[src/rtl/alu_pipe.sv]
// Registered WIDTH-bit ALU with valid/ready handshakes on both sides, carry-chained
// add/sub, shifts, logic ops and a multi-cycle shift-add multiplier.
module alu_pipe #(
   parameter int WIDTH = 8,
   parameter int SHW   = $clog2(WIDTH) + 1
) (
   input  logic             clk_i,
   input  logic             rst_i,
   input  logic             in_valid_i,
   output logic             in_ready_o,
   input  logic [WIDTH-1:0] A_i,
   input  logic [WIDTH-1:0] B_i,
   input  logic [3:0]       ALU_op_i,
   output logic             out_valid_o,
   input  logic             out_ready_i,
   output logic [WIDTH-1:0] ALU_RESULT_o,
   output logic [3:0]       ALU_FLAGS_o
);

   localparam int CW = $clog2(WIDTH + 1);

   localparam logic [3:0] OP_ADD = 4'd0;
   localparam logic [3:0] OP_SUB = 4'd1;
   localparam logic [3:0] OP_LSL = 4'd2;
   localparam logic [3:0] OP_LSR = 4'd3;
   localparam logic [3:0] OP_AND = 4'd4;
   localparam logic [3:0] OP_OR  = 4'd5;
   localparam logic [3:0] OP_NOT = 4'd6;
   localparam logic [3:0] OP_FWA = 4'd7;
   localparam logic [3:0] OP_ADC = 4'd8;
   localparam logic [3:0] OP_SBC = 4'd9;
   localparam logic [3:0] OP_ASR = 4'd10;
   localparam logic [3:0] OP_XOR = 4'd11;
   localparam logic [3:0] OP_MUL = 4'd12;

   typedef enum logic {IDLE, BUSY} state_t;

   state_t             state_reg, state_next;
   logic               out_valid_reg, out_valid_next;
   logic [WIDTH-1:0]   result_reg, result_next;
   logic [3:0]         flags_reg, flags_next;
   logic               cf_reg, cf_next;
   logic [2*WIDTH-1:0] mcand_reg, mcand_next;
   logic [2*WIDTH-1:0] prod_reg, prod_next;
   logic [WIDTH-1:0]   mplier_reg, mplier_next;
   logic [CW-1:0]      count_reg, count_next;

   logic accept;

   assign in_ready_o   = (state_reg == IDLE) && (!out_valid_reg || out_ready_i);
   assign accept       = in_valid_i && in_ready_o;
   assign out_valid_o  = out_valid_reg;
   assign ALU_RESULT_o = result_reg;
   assign ALU_FLAGS_o  = flags_reg;

   logic [WIDTH-1:0] and_v, or_v, xor_v, not_v;

   for (genvar gi = 0; gi < WIDTH; gi++) begin : g_logic
      assign and_v[gi] = A_i[gi] & B_i[gi];
      assign or_v[gi]  = A_i[gi] | B_i[gi];
      assign xor_v[gi] = A_i[gi] ^ B_i[gi];
      assign not_v[gi] = ~A_i[gi];
   end

   // One adder serves ADD/SUB/ADC/SBC; subtraction inverts B and picks the carry-in.
   logic [WIDTH-1:0] add_b;
   logic             add_cin;
   logic [WIDTH:0]   sum_ext;
   logic             add_v;

   always_comb begin
      add_b   = B_i;
      add_cin = 1'b0;
      case (ALU_op_i)
         OP_SUB:  begin add_b = ~B_i; add_cin = 1'b1;   end
         OP_ADC:  add_cin = cf_reg;
         OP_SBC:  begin add_b = ~B_i; add_cin = cf_reg; end
         default: ;
      endcase
   end

   assign sum_ext = {1'b0, A_i} + {1'b0, add_b} + {{WIDTH{1'b0}}, add_cin};
   assign add_v   = (A_i[WIDTH-1] == add_b[WIDTH-1]) && (sum_ext[WIDTH-1] != A_i[WIDTH-1]);

   // Each shifter carries one guard bit so the last bit shifted out lands in it.
   logic [SHW-1:0] shamt;
   logic           shift_big;
   logic [WIDTH:0] lsl_ext, lsr_ext, asr_ext;

   assign shamt     = B_i[SHW-1:0];
   assign shift_big = (32'(shamt) >= 32'(WIDTH));
   assign lsl_ext   = {1'b0, A_i} << shamt;
   assign lsr_ext   = {A_i, 1'b0} >> shamt;
   assign asr_ext   = $signed({A_i, 1'b0}) >>> shamt;

   logic [WIDTH-1:0] alu_res;
   logic             alu_c, alu_v, alu_illegal;
   logic [3:0]       alu_flags;

   always_comb begin
      alu_res     = '0;
      alu_c       = 1'b0;
      alu_v       = 1'b0;
      alu_illegal = 1'b0;
      case (ALU_op_i)
         OP_ADD, OP_SUB, OP_ADC, OP_SBC: begin
            alu_res = sum_ext[WIDTH-1:0];
            alu_c   = sum_ext[WIDTH];
            alu_v   = add_v;
         end
         OP_LSL: if (!shift_big) begin
            alu_res = lsl_ext[WIDTH-1:0];
            alu_c   = lsl_ext[WIDTH];
         end
         OP_LSR: if (!shift_big) begin
            alu_res = lsr_ext[WIDTH:1];
            alu_c   = lsr_ext[0];
         end
         OP_ASR: begin
            if (shift_big) begin
               alu_res = {WIDTH{A_i[WIDTH-1]}};
               alu_c   = A_i[WIDTH-1];
            end else begin
               alu_res = asr_ext[WIDTH:1];
               alu_c   = asr_ext[0];
            end
         end
         OP_AND:  alu_res = and_v;
         OP_OR:   alu_res = or_v;
         OP_NOT:  alu_res = not_v;
         OP_FWA:  alu_res = A_i;
         OP_XOR:  alu_res = xor_v;
         OP_MUL:  ;
         default: alu_illegal = 1'b1;
      endcase
   end

   assign alu_flags = alu_illegal ? 4'b0001
                    : {alu_v, alu_c, alu_res[WIDTH-1], (alu_res == '0)};

   // Final multiply iteration folds its partial product straight into the output.
   logic [2*WIDTH-1:0] mul_addend, mul_sum;
   logic [3:0]         mul_flags;

   assign mul_addend = mplier_reg[0] ? mcand_reg : '0;
   assign mul_sum    = prod_reg + mul_addend;
   assign mul_flags  = {1'b0, (mul_sum[2*WIDTH-1:WIDTH] != '0),
                        mul_sum[WIDTH-1], (mul_sum[WIDTH-1:0] == '0)};

   always_comb begin
      state_next     = state_reg;
      out_valid_next = out_valid_reg;
      result_next    = result_reg;
      flags_next     = flags_reg;
      cf_next        = cf_reg;
      mcand_next     = mcand_reg;
      prod_next      = prod_reg;
      mplier_next    = mplier_reg;
      count_next     = count_reg;

      if (out_valid_reg && out_ready_i)
         out_valid_next = 1'b0;

      case (state_reg)
         IDLE: begin
            if (accept) begin
               if (ALU_op_i == OP_MUL) begin
                  state_next  = BUSY;
                  mcand_next  = {{WIDTH{1'b0}}, A_i};
                  mplier_next = B_i;
                  prod_next   = '0;
                  count_next  = CW'(WIDTH);
               end else begin
                  out_valid_next = 1'b1;
                  result_next    = alu_res;
                  flags_next     = alu_flags;
                  cf_next        = alu_flags[2];
               end
            end
         end
         BUSY: begin
            prod_next   = mul_sum;
            mcand_next  = {mcand_reg[2*WIDTH-2:0], 1'b0};
            mplier_next = {1'b0, mplier_reg[WIDTH-1:1]};
            count_next  = count_reg - CW'(1);
            if (count_reg == CW'(1)) begin
               state_next     = IDLE;
               out_valid_next = 1'b1;
               result_next    = mul_sum[WIDTH-1:0];
               flags_next     = mul_flags;
               cf_next        = mul_flags[2];
            end
         end
         default: state_next = IDLE;
      endcase
   end

   always_ff @(posedge clk_i or posedge rst_i) begin
      if (rst_i) begin
         state_reg     <= IDLE;
         out_valid_reg <= 1'b0;
         result_reg    <= '0;
         flags_reg     <= '0;
         cf_reg        <= 1'b0;
         mcand_reg     <= '0;
         prod_reg      <= '0;
         mplier_reg    <= '0;
         count_reg     <= '0;
      end else begin
         state_reg     <= state_next;
         out_valid_reg <= out_valid_next;
         result_reg    <= result_next;
         flags_reg     <= flags_next;
         cf_reg        <= cf_next;
         mcand_reg     <= mcand_next;
         prod_reg      <= prod_next;
         mplier_reg    <= mplier_next;
         count_reg     <= count_next;
      end
   end

endmodule

[config.mk]
export PLATFORM = sky130hd
export DESIGN_NAME = alu_pipe
export DESIGN_NICKNAME = d
export VERILOG_FILES = /design/src/rtl/alu_pipe.sv
export SDC_FILE = /design/constraint.sdc
export NUM_CORES = 1
export LEC_CHECK = 0
export BUFFER_PORTS_ARGS = -buffer_cell sky130_fd_sc_hd__buf_2
export CELL_PAD_IN_SITES_DETAIL_PLACEMENT = 1
export CELL_PAD_IN_SITES_GLOBAL_PLACEMENT = 2
export CORE_MARGIN = 4
export CORE_UTILIZATION = 34
export DETAILED_ROUTE_END_ITERATION = 8
export PLACE_DENSITY = 0.79
export SYNTH_ARGS = -nofsm -noshare
export SYNTH_HDL_FRONTEND = slang
export SYNTH_SLANG_ARGS = --single-unit
[constraint.sdc]
create_clock -name clk_i -period 2.9 [get_ports clk_i]
set_input_delay 0.145 -clock clk_i [delete_from_list [all_inputs] [get_ports clk_i]]
set_output_delay 0.145 -clock clk_i [all_outputs]
set_load 0.01 [all_outputs]
# Yosys cells after proc, flatten, opt, wreduce, memory -nomap -nowiden
# Cells that the tools add are included.
dict set report classes {
  n_shift 3
  reduce_logical 16
  n_lt_le_gt_ge 1
  n_bitwise 34
  n_eq_ne 19
  addsub 4
  muxes 46
}
# cell n
set op_table {}
lappend op_table {{2-to-1 mux 16 bit} 5}
lappend op_table {{2-to-1 mux 8 bit} 9}
lappend op_table {{case mux 8 bit (9 select lines)} 1}
lappend op_table {{case mux 16 bit (2 select lines)} 2}
lappend op_table {{case mux 8 bit (2 select lines)} 2}
lappend op_table {{2-to-1 mux 4 bit} 6}
lappend op_table {{equality test 4 bit, second input constant} 5}
lappend op_table {{adder 16 bit} 1}
lappend op_table {{equality test 4 x 3 -> 1 bit, second input constant} 4}
lappend op_table {{logical NOT 8 bit} 2}
lappend op_table {{case mux 4 bit (2 select lines)} 2}
lappend op_table {{2-to-1 mux 1 bit} 14}
lappend op_table {{OR reduction 13 bit} 1}
lappend op_table {{adder 8 x 8 -> 9 bit} 1}
lappend op_table {{adder 9 x 1 -> 9 bit} 1}
lappend op_table {{NOT 1 bit} 9}
lappend op_table {{<< shifter 8 x 4 -> 9 bit} 1}
lappend op_table {{right shift 9 x 4 -> 9 bit} 1}
lappend op_table {{>>> shifter 9 x 4 -> 9 bit} 1}
lappend op_table {{bitwise AND 1 bit} 8}
lappend op_table {{equality test 4 x 1 -> 1 bit, second input constant} 2}
lappend op_table {{equality test 4 x 2 -> 1 bit, second input constant} 2}
lappend op_table {{NOT 8 bit} 1}
lappend op_table {{OR 1 bit} 8}
lappend op_table {{other kinds (18)} 34}
dict set report totals {
  output_inout_bits 14
  in_bits 24
  reg_bits 59
  wordCells 132
}

# Longest topological paths before layout
dict set report logic_depth {
  word_depth 12
  ltp_mapped 15
  depth_no_buf 12
}

# Worst setup path before layout
# OpenSTA, ideal clock, no wires.
dict set report synth_path {
  kind {input-to-reg}
  startpoint {input port ALU_op_i[1]}
  endpoint {register flags_reg[2] (netlist: ALU_FLAGS_o[2])}
  setup_slack_ps -336
  arrival_time_ps 3092
  t_required_ps 2756
  n_path_buf 3
  cell_stages 15
  setup_ps 144
  cell_sequence {buf_2 > buf_2 > nor2_1 > and2_1 > buf_2 > xnor2_1 > fa_1 > fa_1 > a21o_1 > a22o_1 > o21a_1 > o21ai_0 > a21oi_1 > a2111oi_2 > a41oi_1}
}
dict set report synth_via {
  elab_chain_len 10
  elab_cells_between_ends 28
  cone_classes {add/sub (2); eq/ne (13); mux (7); reduce/logical (6)}
}
# item line_no
set synth_rtl {}
lappend synth_rtl {{from (decl)} 13} ;# input logic [3:0] ALU_op_i,
lappend synth_rtl {{equality test 4 x 1 -> 1 bit or equality test 4 bit (tied branches)} {74, 105}}
lappend synth_rtl {{OR reduction 2 bit (no line)} --}
lappend synth_rtl {{2-to-1 mux 8 bit} --}
lappend synth_rtl {{adder 8 x 8 -> 9 bit} 82} ;# assign sum_ext = {1'b0, A_i} + {1'b0, add_b} + {{WIDTH{1'b0}}, add_cin};
lappend synth_rtl {{adder 9 x 1 -> 9 bit} 82}
lappend synth_rtl {{case mux 1 bit (4 select lines)} 105} ;# case (ALU_op_i)
lappend synth_rtl {{2-to-1 mux 4 bit} 138} ;# assign alu_flags = alu_illegal ? 4'b0001
lappend synth_rtl {{2-to-1 mux 4 bit} 167} ;# if (ALU_op_i == OP_MUL) begin
lappend synth_rtl {{2-to-1 mux 4 bit} 166} ;# if (accept) begin
lappend synth_rtl {{case mux 4 bit (2 select lines)} 164} ;# case (state_reg)
lappend synth_rtl {{to (signal assigned)} 213} ;# flags_reg <= flags_next;
lappend synth_rtl {{to (decl)} 41} ;# logic [3:0] flags_reg, flags_next;
# Several ways; a longest one is shown, not always the timed one. The select of a mux whose other input is x is not followed.
# A chain may end at the register's enable or synchronous reset.

==> impl_results.md <==
- Status: complete, but fails checks
- Violated checks: setup timing
- Layout Nets: approximately 760
- FP Rows: 45
- Syn Std Cell Area: ~5400 um^2
- DRT iter0 DRCs: around 320
- I/O pin total: 38
- Area Growth Syn to Fin: 17.99%
- Tmin final: roughly 2900 ps
- Core area: roughly 15,000 um^2
- Max Slew Vio Count: 0
- Slew margin rel.: 42.78%
- Nature of the critical path startpoint: flip-flop
- Most frequent cell after synthesis: nand2_1
- Max IR drop VDD: approximately 320 uV
- Clk slew on worst S/H paths: around 60 ps
- Num CTS Buffers: 9
- Port Buffers: 37
- Routed length per instance: between 15 and 20 um
- Layout cell share with drive strength beyond 1: between 20% and 30%
- Clock insertion delay at the later pin of the skew report: between 300 and 400 ps
- CTS tree: built
- Commonest cells in the netlist: 92 x nand2_1, 58 x dfrtp_1, 54 x nor2_1
- ANT nets after route: 0
- Max frequency: ~340 MHz
- Net Count, Synth: ~700
- Synth area leaders: dfrtp_1 27%, ha_1 9.6%, nand2_1 6.5%, o21ai_0 4.4%, mux4_2 3.8%
- Die Y-Extent: between 100 and 150 um
- Final Wtd Congestion: ~0.93
- Crit end category: flip-flop
- Largest area contributor in the netlist: dfrtp_1
- Final wirelength: approximately 18,000 um
- Critical path fanouts, max: 3
- R2R setup slack: -30 ps
- Worst-Margin Slew: 855.2 ps
- Gr usage total: 20.59%
- Initial antenna violation count: 0
- RSZ-0062 raised after global routing: yes
- DRC violations left: 0
- Worst Path Arrival: about 3100 ps
- Max Cap Viol: 0
- Sinks on Clock Net: a little under 60
- Critical path, cell by cell: mux2i_1, nor2_1, fa_2, a211oi_1, o21bai_1, a2111o_1, and3_1, o31ai_2, buf_4, nor3_1, a31o_1
- Required time of the worst setup path: ~3100 ps
- Kind of critical path: reg2reg
- CP max stage delay: ~470 ps
- Critical-path cell with the highest stage delay: a2111o_1
- Cell Pwr Density: approximately 730 nW/um^2
- Root Buffer: clkbuf_16
- Part of the Yosys area used for sequential elements: a little over a quarter
- Leakage: about 2.8 nW
- Dpl cells: a little under 900
- Vias per Instance: 5.637
- Async S/R FF share, synth: 100.0%
- Min-delay worst type: in2reg
- Gr ovfl total: 0
- Setup Skew: approximately 7.1 ps
- Main synth FF type: dfrtp_1
- Clk buf depth: 2
- Yosys reg bits: 58
- Starting Density: a little over a third
- Final Hold Fails: 0
- Post-route non-filler standard cell count: slightly above 900
- R2r worst-path depth: 11
- Pwr Total: between 4 and 5 mW
- Vias in the first global route: 5,398
- Yosys cell types: a little under 80
- HPWL after DPL: 13,660 um
- Via count: between 5,000 and 6,000
- TritonRoute pass-1 iters: 5
- EDFF count, synth: 0
- Final Cycle Share: 100.9%
- Share of the synthesized area in the top cell type: between 20 and 30%
- Hold Path Stages: 3
- Die Footprint: 17,820 um^2
- Largest net degree at the start of global routing: 37
- Final setup viols: 2
- Mapped Cells: ~640
- H-tree depth: 3
- Antenna diodes: 0
- Number of synthesis warnings: 0
- Worst setup margin: -26.08 ps
- Average size of a mapped cell: approximately 8.4 um^2
- Die span in x: 133.5 um
- First-pass GRT wire length: around 29,000 um
## cell usage in the layout, fill, tap and decap left out, types with 14 or more instances in the layout
master    n
inv_1    19
nor3_1   15
dfrtp_1  58
buf_4    47
a21oi_1  22
nand3_1  16
nand2_1  92
and2_1   18
ha_1     41
nor2_1   53
o21ai_0  43
xnor2_1  19
buf_2    37
mux2i_1  14
## worst paths after layout
check / endpoint / startpoint
max in group asynchronous: mcand_reg[15]$_DFFE_PP0P_ / rst_i
hold reg to reg: ALU_RESULT_o[3]$_DFFE_PP0P_ / ALU_RESULT_o[3]$_DFFE_PP0P_
hold / removal: mplier_reg[5]$_DFFE_PP0P_ / B_i[5]
min in group asynchronous: ALU_RESULT_o[1]$_DFFE_PP0P_ / rst_i
setup / recovery: ALU_FLAGS_o[0]$_DFFE_PP0P_ / ALU_FLAGS_o[2]$_DFFE_PP0P_
setup reg to reg: ALU_FLAGS_o[0]$_DFFE_PP0P_ / ALU_FLAGS_o[2]$_DFFE_PP0P_
## repair_timing
action,CTS,global route
resized for setup,3,15
gates cloned,0,0
hold buffers,1,0
setup buffers,0,2
pin swaps,2,5
setup endpoints to repair,3,7
hold endpoints to repair,19,0
## report_power, final
group | leakage (nW) | switching [mW] | internal [mW]
clock network | 0.131 | 0.410 | 0.600
logic | 1.97 | 1.30 | 0.927
registers | 0.744 | 0.228 | 1.13
## logic make-up after synthesis
kind of cell	count (synthesis)	synth area share [%]
multiplexers	29	7.992
buffers and inverters	67	5.842
AND/OR/NAND/NOR	240	21.10
adder cells (fa/ha/maj)	44	10.70
flip-flops	58	27.11
XOR/XNOR	27	4.417
AO/OA/AOI/OAI	174	22.83
## stage by stage
step	utilization [%]	instance area, um^2	worst slack, ps	hold WS, ps	TNS, ps
6_report	41.25	6317	-26.08	87.74	-27.39
4_1_cts	40.78	6246	-52.72	86.77	-52.72
3_5_place_dp	38.75	5934	-165.8	177.3	-457.3
2_1_floorplan	-	5403	-17.60	273.1	-17.60
5_1_grt	41.25	6317	-171.3	95.23	-689.6
3_3_place_gp	38.75	5934	-22.22	175.9	-22.22
## critical path: cells and delay by family (launching register included)
| kind | cells | cell delay [ps] |
|---|---|---|
| DFF | 1 | 440 |
| muxes | 1 | 160 |
| AOI/OAI and AO/OA | 5 | 1370 |
| and+or+nand+nor | 3 | 300 |
| adders and majority gates | 1 | 370 |
| buffers and inverters | 1 | 160 |
## routing by layer
metal,wire length (um),track usage (%)
met4,325,6.971
met1,8273,27.70
met2,8741,34.17
met3,761,2.795
met5,0,0
## cell type report
| cell class | count | area (um^2) |
|---|---|---|
| timing repair buffer | 85 | 548.0 |
| multi-input combinational | 514 | 3687 |
| clock buffer | 10 | 239.0 |
| inverter | 23 | 86.33 |
| tap | 211 | 264.0 |
| sequential | 58 | 1451 |
| clock inverter | 6 | 41.29 |
| fill | 1864 | 8997 |
Power figures use the tool's default switching activity.
